## config.mk

```make
export PLATFORM = sky130hd
export DESIGN_NAME = jtag_ir_ctrl_flat
export DESIGN_NICKNAME = d
export VERILOG_FILES = /design/src/rtl/jtag_ir_ctrl_pkg.sv /design/src/rtl/jtag_ir_ctrl_if.sv /design/src/rtl/jtag_ir_ctrl_decode.sv /design/src/rtl/jtag_ir_ctrl.sv /design/src/flat_wrapper.sv
export SDC_FILE = /design/constraint.sdc
export NUM_CORES = 1
export LEC_CHECK = 0
export CORE_MARGIN = 2
export CORE_UTILIZATION = 30
export DETAILED_ROUTE_END_ITERATION = 8
export PLACE_DENSITY = 0.65
export SLEW_MARGIN = 5
export SYNTH_ARGS = -nofsm -noshare
export SYNTH_HDL_FRONTEND = slang
export SYNTH_SLANG_ARGS = --single-unit
```

## constraint.sdc

```tcl
create_clock -name TCK -period 2.4 [get_ports TCK]
set_clock_uncertainty 0.1 [all_clocks]
set_input_delay 0.24 -clock TCK [delete_from_list [all_inputs] [get_ports TCK]]
set_output_delay 0.24 -clock TCK [all_outputs]
set_load 0.1 [all_outputs]
```

## src/rtl/jtag_ir_ctrl_pkg.sv

```systemverilog
// Shared opcodes, DR-select encoding and capture pattern for the JTAG instruction register.
package jtag_pkg;

    localparam logic [3:0] OP_BYPASS   = 4'h0;
    localparam logic [3:0] OP_SAMPLE   = 4'h1;
    localparam logic [3:0] OP_PRELOAD  = 4'h2;
    localparam logic [3:0] OP_EXTEST   = 4'h3;
    localparam logic [3:0] OP_INTEST   = 4'h4;
    localparam logic [3:0] OP_CLAMP    = 4'h6;
    localparam logic [3:0] OP_IDCODE   = 4'h7;
    localparam logic [3:0] OP_USERCODE = 4'h8;
    localparam logic [3:0] OP_HIGHZ    = 4'h9;

    typedef enum logic [2:0] {
        SEL_BYPASS   = 3'd0,
        SEL_IDCODE   = 3'd1,
        SEL_USERCODE = 3'd2,
        SEL_SAMPLE   = 3'd3,
        SEL_EXTEST   = 3'd4,
        SEL_INTEST   = 3'd5,
        SEL_CLAMP    = 3'd6,
        SEL_HIGHZ    = 3'd7
    } ir_sel_e;

    // Fixed IEEE 1149.1 capture pattern: bit 0 = 1, bit 1 = 0.
    localparam logic [1:0] IR_CAPTURE = 2'b01;

endpackage

```

## src/rtl/jtag_ir_ctrl_if.sv

```systemverilog
// TAP-side strobe bundle and IR outputs; master = TAP FSM / DR mux, slave = IR controller.
interface jtag_ir_ctrl_if #(
    parameter int IR_WIDTH     = 4,
    parameter int STATUS_WIDTH = 2
);
    logic                    TLR;
    logic                    TDI;
    logic                    CLOCKIR;
    logic                    SHIFTIR;
    logic                    UPDATEIR;
    logic [STATUS_WIDTH-1:0] IR_STATUS;
    logic [IR_WIDTH-1:0]     JTAG_IR;
    logic [2:0]              IR_SEL;
    logic                    IR_VALID;
    logic                    TDO;

    modport master (
        output TLR, TDI, CLOCKIR, SHIFTIR, UPDATEIR, IR_STATUS,
        input  JTAG_IR, IR_SEL, IR_VALID, TDO
    );

    modport slave (
        input  TLR, TDI, CLOCKIR, SHIFTIR, UPDATEIR, IR_STATUS,
        output JTAG_IR, IR_SEL, IR_VALID, TDO
    );
endinterface

```

## src/rtl/jtag_ir_ctrl_decode.sv

```systemverilog
// Combinational opcode decode to DR select; all-ones is BYPASS, nonzero upper bits are undefined.
module jtag_ir_decode
    import jtag_pkg::*;
#(
    parameter int IR_WIDTH = 4
) (
    input  logic [IR_WIDTH-1:0] i_opcode,
    output logic [2:0]          o_sel,
    output logic                o_valid
);

    logic [3:0] w_low;
    logic       w_upper_zero;
    logic       w_all_ones;

    // Narrow IRs are zero-extended so the 4-bit opcode table still applies.
    genvar gi;
    generate
        for (gi = 0; gi < 4; gi++) begin : g_low
            if (gi < IR_WIDTH) begin : g_bit
                assign w_low[gi] = i_opcode[gi];
            end else begin : g_pad
                assign w_low[gi] = 1'b0;
            end
        end
        if (IR_WIDTH > 4) begin : g_upper
            assign w_upper_zero = ~|i_opcode[IR_WIDTH-1:4];
        end else begin : g_no_upper
            assign w_upper_zero = 1'b1;
        end
    endgenerate

    assign w_all_ones = &i_opcode;

    always_comb begin
        o_sel   = SEL_BYPASS;
        o_valid = 1'b0;
        if (w_all_ones) begin
            o_valid = 1'b1;
        end else if (w_upper_zero) begin
            o_valid = 1'b1;
            case (w_low)
                OP_BYPASS:              o_sel = SEL_BYPASS;
                OP_SAMPLE, OP_PRELOAD:  o_sel = SEL_SAMPLE;
                OP_EXTEST:              o_sel = SEL_EXTEST;
                OP_INTEST:              o_sel = SEL_INTEST;
                OP_CLAMP:               o_sel = SEL_CLAMP;
                OP_IDCODE:              o_sel = SEL_IDCODE;
                OP_USERCODE:            o_sel = SEL_USERCODE;
                OP_HIGHZ:               o_sel = SEL_HIGHZ;
                default: begin
                    o_sel   = SEL_BYPASS;
                    o_valid = 1'b0;
                end
            endcase
        end
    end

endmodule

```

## src/rtl/jtag_ir_ctrl.sv

```systemverilog
// JTAG instruction register: capture/shift/update with registered TDO and decode.
// Optional JTAG_IR_CAPTURE_STATUS_EN places IR_STATUS at bits [STATUS_WIDTH+1:2] of the capture value.
module jtag_ir_ctrl
    import jtag_pkg::*;
#(
    parameter int         IR_WIDTH     = 4,
    parameter logic [3:0] IR_RESET_OP  = 4'b0111,
    parameter int         STATUS_WIDTH = 2
) (
    input logic           TCK,
    input logic           rst,
    jtag_ir_ctrl_if.slave bus
);

    localparam logic [IR_WIDTH-1:0] RESET_OP    = IR_WIDTH'(IR_RESET_OP);
    localparam logic [IR_WIDTH-1:0] RESET_SHIFT = IR_WIDTH'(IR_CAPTURE);

    logic [IR_WIDTH-1:0] r_shift;
    logic [IR_WIDTH-1:0] r_ir;
    logic [2:0]          r_sel;
    logic                r_valid;
    logic                r_tdo;

    logic [IR_WIDTH-1:0] w_capture;
    logic [2:0]          w_sel;
    logic                w_valid;
    logic [2:0]          w_rst_sel;
    logic                w_rst_valid;

`ifdef JTAG_IR_CAPTURE_STATUS_EN
    assign w_capture = RESET_SHIFT | (IR_WIDTH'(bus.IR_STATUS) << 2);
`else
    logic w_unused_status;
    assign w_unused_status = ^bus.IR_STATUS;
    assign w_capture       = RESET_SHIFT;
`endif

    // Decoding the shift register (not JTAG_IR) lets select/valid land on the update edge.
    jtag_ir_decode #(.IR_WIDTH(IR_WIDTH)) u_decode (
        .i_opcode (r_shift),
        .o_sel    (w_sel),
        .o_valid  (w_valid)
    );

    jtag_ir_decode #(.IR_WIDTH(IR_WIDTH)) u_rst_decode (
        .i_opcode (RESET_OP),
        .o_sel    (w_rst_sel),
        .o_valid  (w_rst_valid)
    );

    always_ff @(posedge TCK or posedge rst) begin
        if (rst) begin
            r_shift <= RESET_SHIFT;
            r_ir    <= RESET_OP;
            r_sel   <= w_rst_sel;
            r_valid <= w_rst_valid;
            r_tdo   <= 1'b0;
        end else if (bus.TLR) begin
            r_shift <= RESET_SHIFT;
            r_ir    <= RESET_OP;
            r_sel   <= w_rst_sel;
            r_valid <= w_rst_valid;
            r_tdo   <= 1'b0;
        end else if (bus.UPDATEIR) begin
            r_ir    <= r_shift;
            r_sel   <= w_sel;
            r_valid <= w_valid;
        end else if (bus.CLOCKIR) begin
            if (bus.SHIFTIR) begin
                r_shift <= {bus.TDI, r_shift[IR_WIDTH-1:1]};
                r_tdo   <= r_shift[0];
            end else begin
                r_shift <= w_capture;
            end
        end
    end

    assign bus.JTAG_IR  = r_ir;
    assign bus.IR_SEL   = r_sel;
    assign bus.IR_VALID = r_valid;
    assign bus.TDO      = r_tdo;

endmodule

```

## src/flat_wrapper.sv

```systemverilog
// flat-port wrapper written by rule: the top's interface ports become plain ports
module jtag_ir_ctrl_flat import jtag_pkg::*;
#(
    parameter int         IR_WIDTH     = 4,
    parameter logic [3:0] IR_RESET_OP  = 4'b0111,
    parameter int         STATUS_WIDTH = 2
)
  (TCK, rst, bus_TLR, bus_TDI, bus_CLOCKIR, bus_SHIFTIR, bus_UPDATEIR, bus_IR_STATUS, bus_JTAG_IR, bus_IR_SEL, bus_IR_VALID, bus_TDO);
  jtag_ir_ctrl_if #(.IR_WIDTH(IR_WIDTH), .STATUS_WIDTH(STATUS_WIDTH)) bus_i ();
  input logic TCK;
  input logic rst;
  input wire logic [$bits(bus_i.TLR)-1:0] bus_TLR;
  input wire logic [$bits(bus_i.TDI)-1:0] bus_TDI;
  input wire logic [$bits(bus_i.CLOCKIR)-1:0] bus_CLOCKIR;
  input wire logic [$bits(bus_i.SHIFTIR)-1:0] bus_SHIFTIR;
  input wire logic [$bits(bus_i.UPDATEIR)-1:0] bus_UPDATEIR;
  input wire logic [$bits(bus_i.IR_STATUS)-1:0] bus_IR_STATUS;
  output wire logic [$bits(bus_i.JTAG_IR)-1:0] bus_JTAG_IR;
  output wire logic [$bits(bus_i.IR_SEL)-1:0] bus_IR_SEL;
  output wire logic [$bits(bus_i.IR_VALID)-1:0] bus_IR_VALID;
  output wire logic [$bits(bus_i.TDO)-1:0] bus_TDO;
  assign bus_i.TLR = bus_TLR;
  assign bus_i.TDI = bus_TDI;
  assign bus_i.CLOCKIR = bus_CLOCKIR;
  assign bus_i.SHIFTIR = bus_SHIFTIR;
  assign bus_i.UPDATEIR = bus_UPDATEIR;
  assign bus_i.IR_STATUS = bus_IR_STATUS;
  assign bus_JTAG_IR = bus_i.JTAG_IR;
  assign bus_IR_SEL = bus_i.IR_SEL;
  assign bus_IR_VALID = bus_i.IR_VALID;
  assign bus_TDO = bus_i.TDO;
  jtag_ir_ctrl #(.IR_WIDTH(IR_WIDTH), .IR_RESET_OP(IR_RESET_OP), .STATUS_WIDTH(STATUS_WIDTH)) u_core (.TCK(TCK), .rst(rst), .bus(bus_i));
endmodule
```

==> flow_metrics.env <==
export IMPL_outcome="finished clean"
export IMPL_path_clk_slew_ps=90
export IMPL_post_drt_wl_per_cell_um=11.5
export IMPL_grtUsageMet3=0.0172
export IMPL_antenna_left=0
export IMPL_cts_tree="yes"
export IMPL_ys_ff_latch=13
export IMPL_cts_max_level=1
export IMPL_grt_busiest_layer="met2"
export IMPL_root_buffer="clkbuf_4"
export IMPL_placed_area_sq_um=798
export IMPL_grt_pass1_vias=524
export IMPL_avgViaCountPerCell=4.77
export IMPL_avgSynthCellArea_sq_um=9.72
export IMPL_dp_hpwl_um=876
export IMPL_crit_buf_inv=1
export IMPL_yosysUniqueCellTypes=27
export IMPL_cts_buffers=3
export IMPL_worstPathMaxFanout=2
export IMPL_syn_area_sq_um=681
export IMPL_syn_nets=79
export IMPL_grt_use_total=0.112
export IMPL_antenna_found_initial=0
export IMPL_grt_use_met1=0.149
export IMPL_use_met2=0.171
export IMPL_ctsHoldBuffers=0
export IMPL_powerDensity_mw_per_mm2=601
export IMPL_seq_area_frac_synth=0.489
export IMPL_worstSetupPathType="reg2out"
export IMPL_drt_first_iter_violations=4
export IMPL_area_growth_pct=21.3
export IMPL_nets=93
export IMPL_start_util=0.314
export IMPL_num_io_pins=18
export IMPL_vias=529
export IMPL_placementRows=17
export IMPL_clock_latency_ps=290
export IMPL_rr_startpoint="u_core.r_shift[0]"
export IMPL_tightest_slew_ps=511
export IMPL_chipWidth_um=51.6
export IMPL_syn_inst=70
export IMPL_cts_sinks=13
export IMPL_critPathMaxStageDelay_ps=540
export IMPL_gr_total_overflow=0
export IMPL_design_area_sq_um=826
export IMPL_rsz0062_at_grt="false"
export IMPL_antennaDiodeCount=0
export IMPL_cp_end_kind="primary output"
export IMPL_setup_viol=0
export IMPL_path_cells="buf_4"
export IMPL_clock_fmax_ghz=0.689
export IMPL_min_path_type="in2async"
export IMPL_slew_violations=0
export IMPL_worstSetupStartpointType="flop"
export IMPL_tns_ps=0
export IMPL_gp_congestion=0.788
export IMPL_required_ps=2060
export IMPL_period_needed_ps=1450
export IMPL_hold_viol=0
export IMPL_cts_setup_buffers=0
export IMPL_critPathLaunch="u_core.bus.JTAG_IR[0]"
export IMPL_ir_worst_vdd_mv=0.261
export IMPL_routed_wl_mm=1.28
export IMPL_path_delay_family="flip-flops"
export IMPL_cp_arrival_ps=1110
export IMPL_grt_pass1_wl_mm=2.19
export IMPL_fillCellCount=233
export IMPL_die_y_um=51.6
export IMPL_grt_max_degree=15
export IMPL_drive_above_1_share=0.253
export IMPL_power_leakage_uw=0.000368
export IMPL_dieArea_sq_mm=0.00267
export IMPL_core_sq_mm=0.00217
export IMPL_slowest_stage="dfstp_2"
export IMPL_drc=0
export IMPL_yosysWarnings=0
export IMPL_dr_pass1_iters=4
export IMPL_slew_headroom=0.658
export IMPL_io_buffers=15
export IMPL_min_period_over_period=0.604
export IMPL_cts_resized=0
export IMPL_power_uw=496
export IMPL_hold_ws_ps=158
export IMPL_cap_violations=0
export IMPL_cts_max_path_buffers=2
==> cell type report <==
| cell class | count | area, sq um | area share |
|---|---|---|---|
| Inverter | 3 | 11.3 | 0.0136 |
| Sequential cell | 13 | 333 | 0.403 |
| Timing Repair Buffer | 15 | 128 | 0.155 |
| Clock inverter | 1 | 5.00 | 0.00606 |
| Tap cell | 28 | 35.0 | 0.0424 |
| Multi-Input combinational cell | 48 | 292 | 0.353 |
| Clock buffer | 3 | 22.5 | 0.0273 |
==> cells in the mapped netlist <==
cell      count  share of area
nor3_1        1         0.0073
xor2_1        2          0.026
a211oi_1      2          0.022
a311oi_1      1          0.013
inv_1         3          0.017
nor3b_1       2          0.022
o21ai_0       2          0.015
nand2b_1      3          0.028
dfrtp_1       7           0.26
nand3b_1      1          0.011
nand3_1       3          0.022
a21oi_1       6          0.044
and3b_2       1          0.015
a31oi_1       2          0.018
a211o_1       3          0.039
buf_6         1          0.017
o21bai_1      1          0.011
dfstp_2       6           0.23
buf_4         4          0.044
and2_2        1          0.011
o21ai_1       1         0.0073
and2_1        1         0.0092
clkbuf_1      1         0.0055
nor2_1        7          0.039
nor2b_1       2          0.018
mux2i_1       2          0.029
nand2_1       4          0.022
==> cells by family after synthesis <==
| logic type | after synthesis | synth area share |
|---|---|---|
| AND/OR/NAND/NOR | 26 | 0.204 |
| AO/OA/AOI/OAI | 18 | 0.169 |
| flip-flops | 13 | 0.489 |
| buffers and inverters | 9 | 0.0827 |
| XOR/XNOR | 2 | 0.0257 |
| multiplexers | 2 | 0.0294 |
==> worst paths after layout <==
check,endpoint,slack [ps],cells past startpoint
max,bus_JTAG_IR[0],950,1
min,u_core.bus.JTAG_IR[3],160,2
max reg2reg,u_core.bus.IR_SEL[0],1150,3
min reg2reg,u_core.bus.TDO,450,2
max in group asynchronous,u_core.r_shift[0],1690,2
min in group TCK,u_core.r_shift[3],430,3
==> cells in the final DEF (no fill, tap or decap) <==
master           n
nor3b_1          2
and2_2           1
o21bai_1         1
a211oi_1         2
dfrtp_1          7
a31oi_1          2
a311oi_1         1
a21oi_1          6
nand2_1          4
inv_1            3
nor3_1           1
nor2b_1          2
and3b_2          1
nand2b_1         3
clkdlybuf4s50_1  6
mux2i_1          2
buf_4            9
clkbuf_4         3
a211o_1          3
o21ai_1          1
and2_1           1
nor2_1           7
nand3b_1         1
dfstp_2          6
o21ai_0          2
clkinv_2         1
xor2_1           2
nand3_1          3
==> registers in the layout (all words and copies together) (netlist names) <==
register,cells
u_core.bus.IR_SEL,3
u_core.bus.IR_VALID,1
u_core.bus.JTAG_IR,4
u_core.bus.TDO,1
u_core.r_shift,4
==> metal layers <==
metal	part of all wire	vias to the layer above
met4	0.027	0
met5	0	-
li1	-	265
met2	0.45	12
met3	0.040	3
met1	0.49	249
==> metrics by stage <==
stage	cells	util	setup WS, ps
floorplan	70	-	988
global placement	107	0.368	728
detailed placement	107	0.368	707
CTS	111	0.381	946
global route	111	0.381	863
finish	111	0.381	949
==> power by group <==
| part | total [uW] | internal, uW | switching, uW |
|---|---|---|---|
| logic | 113 | 30.1 | 83.0 |
| registers | 239 | 232 | 7.19 |
| clock network | 144 | 62.1 | 82.1 |
| total | 496 | 324 | 172 |
Note: power is estimated with default switching activity, not from simulation.
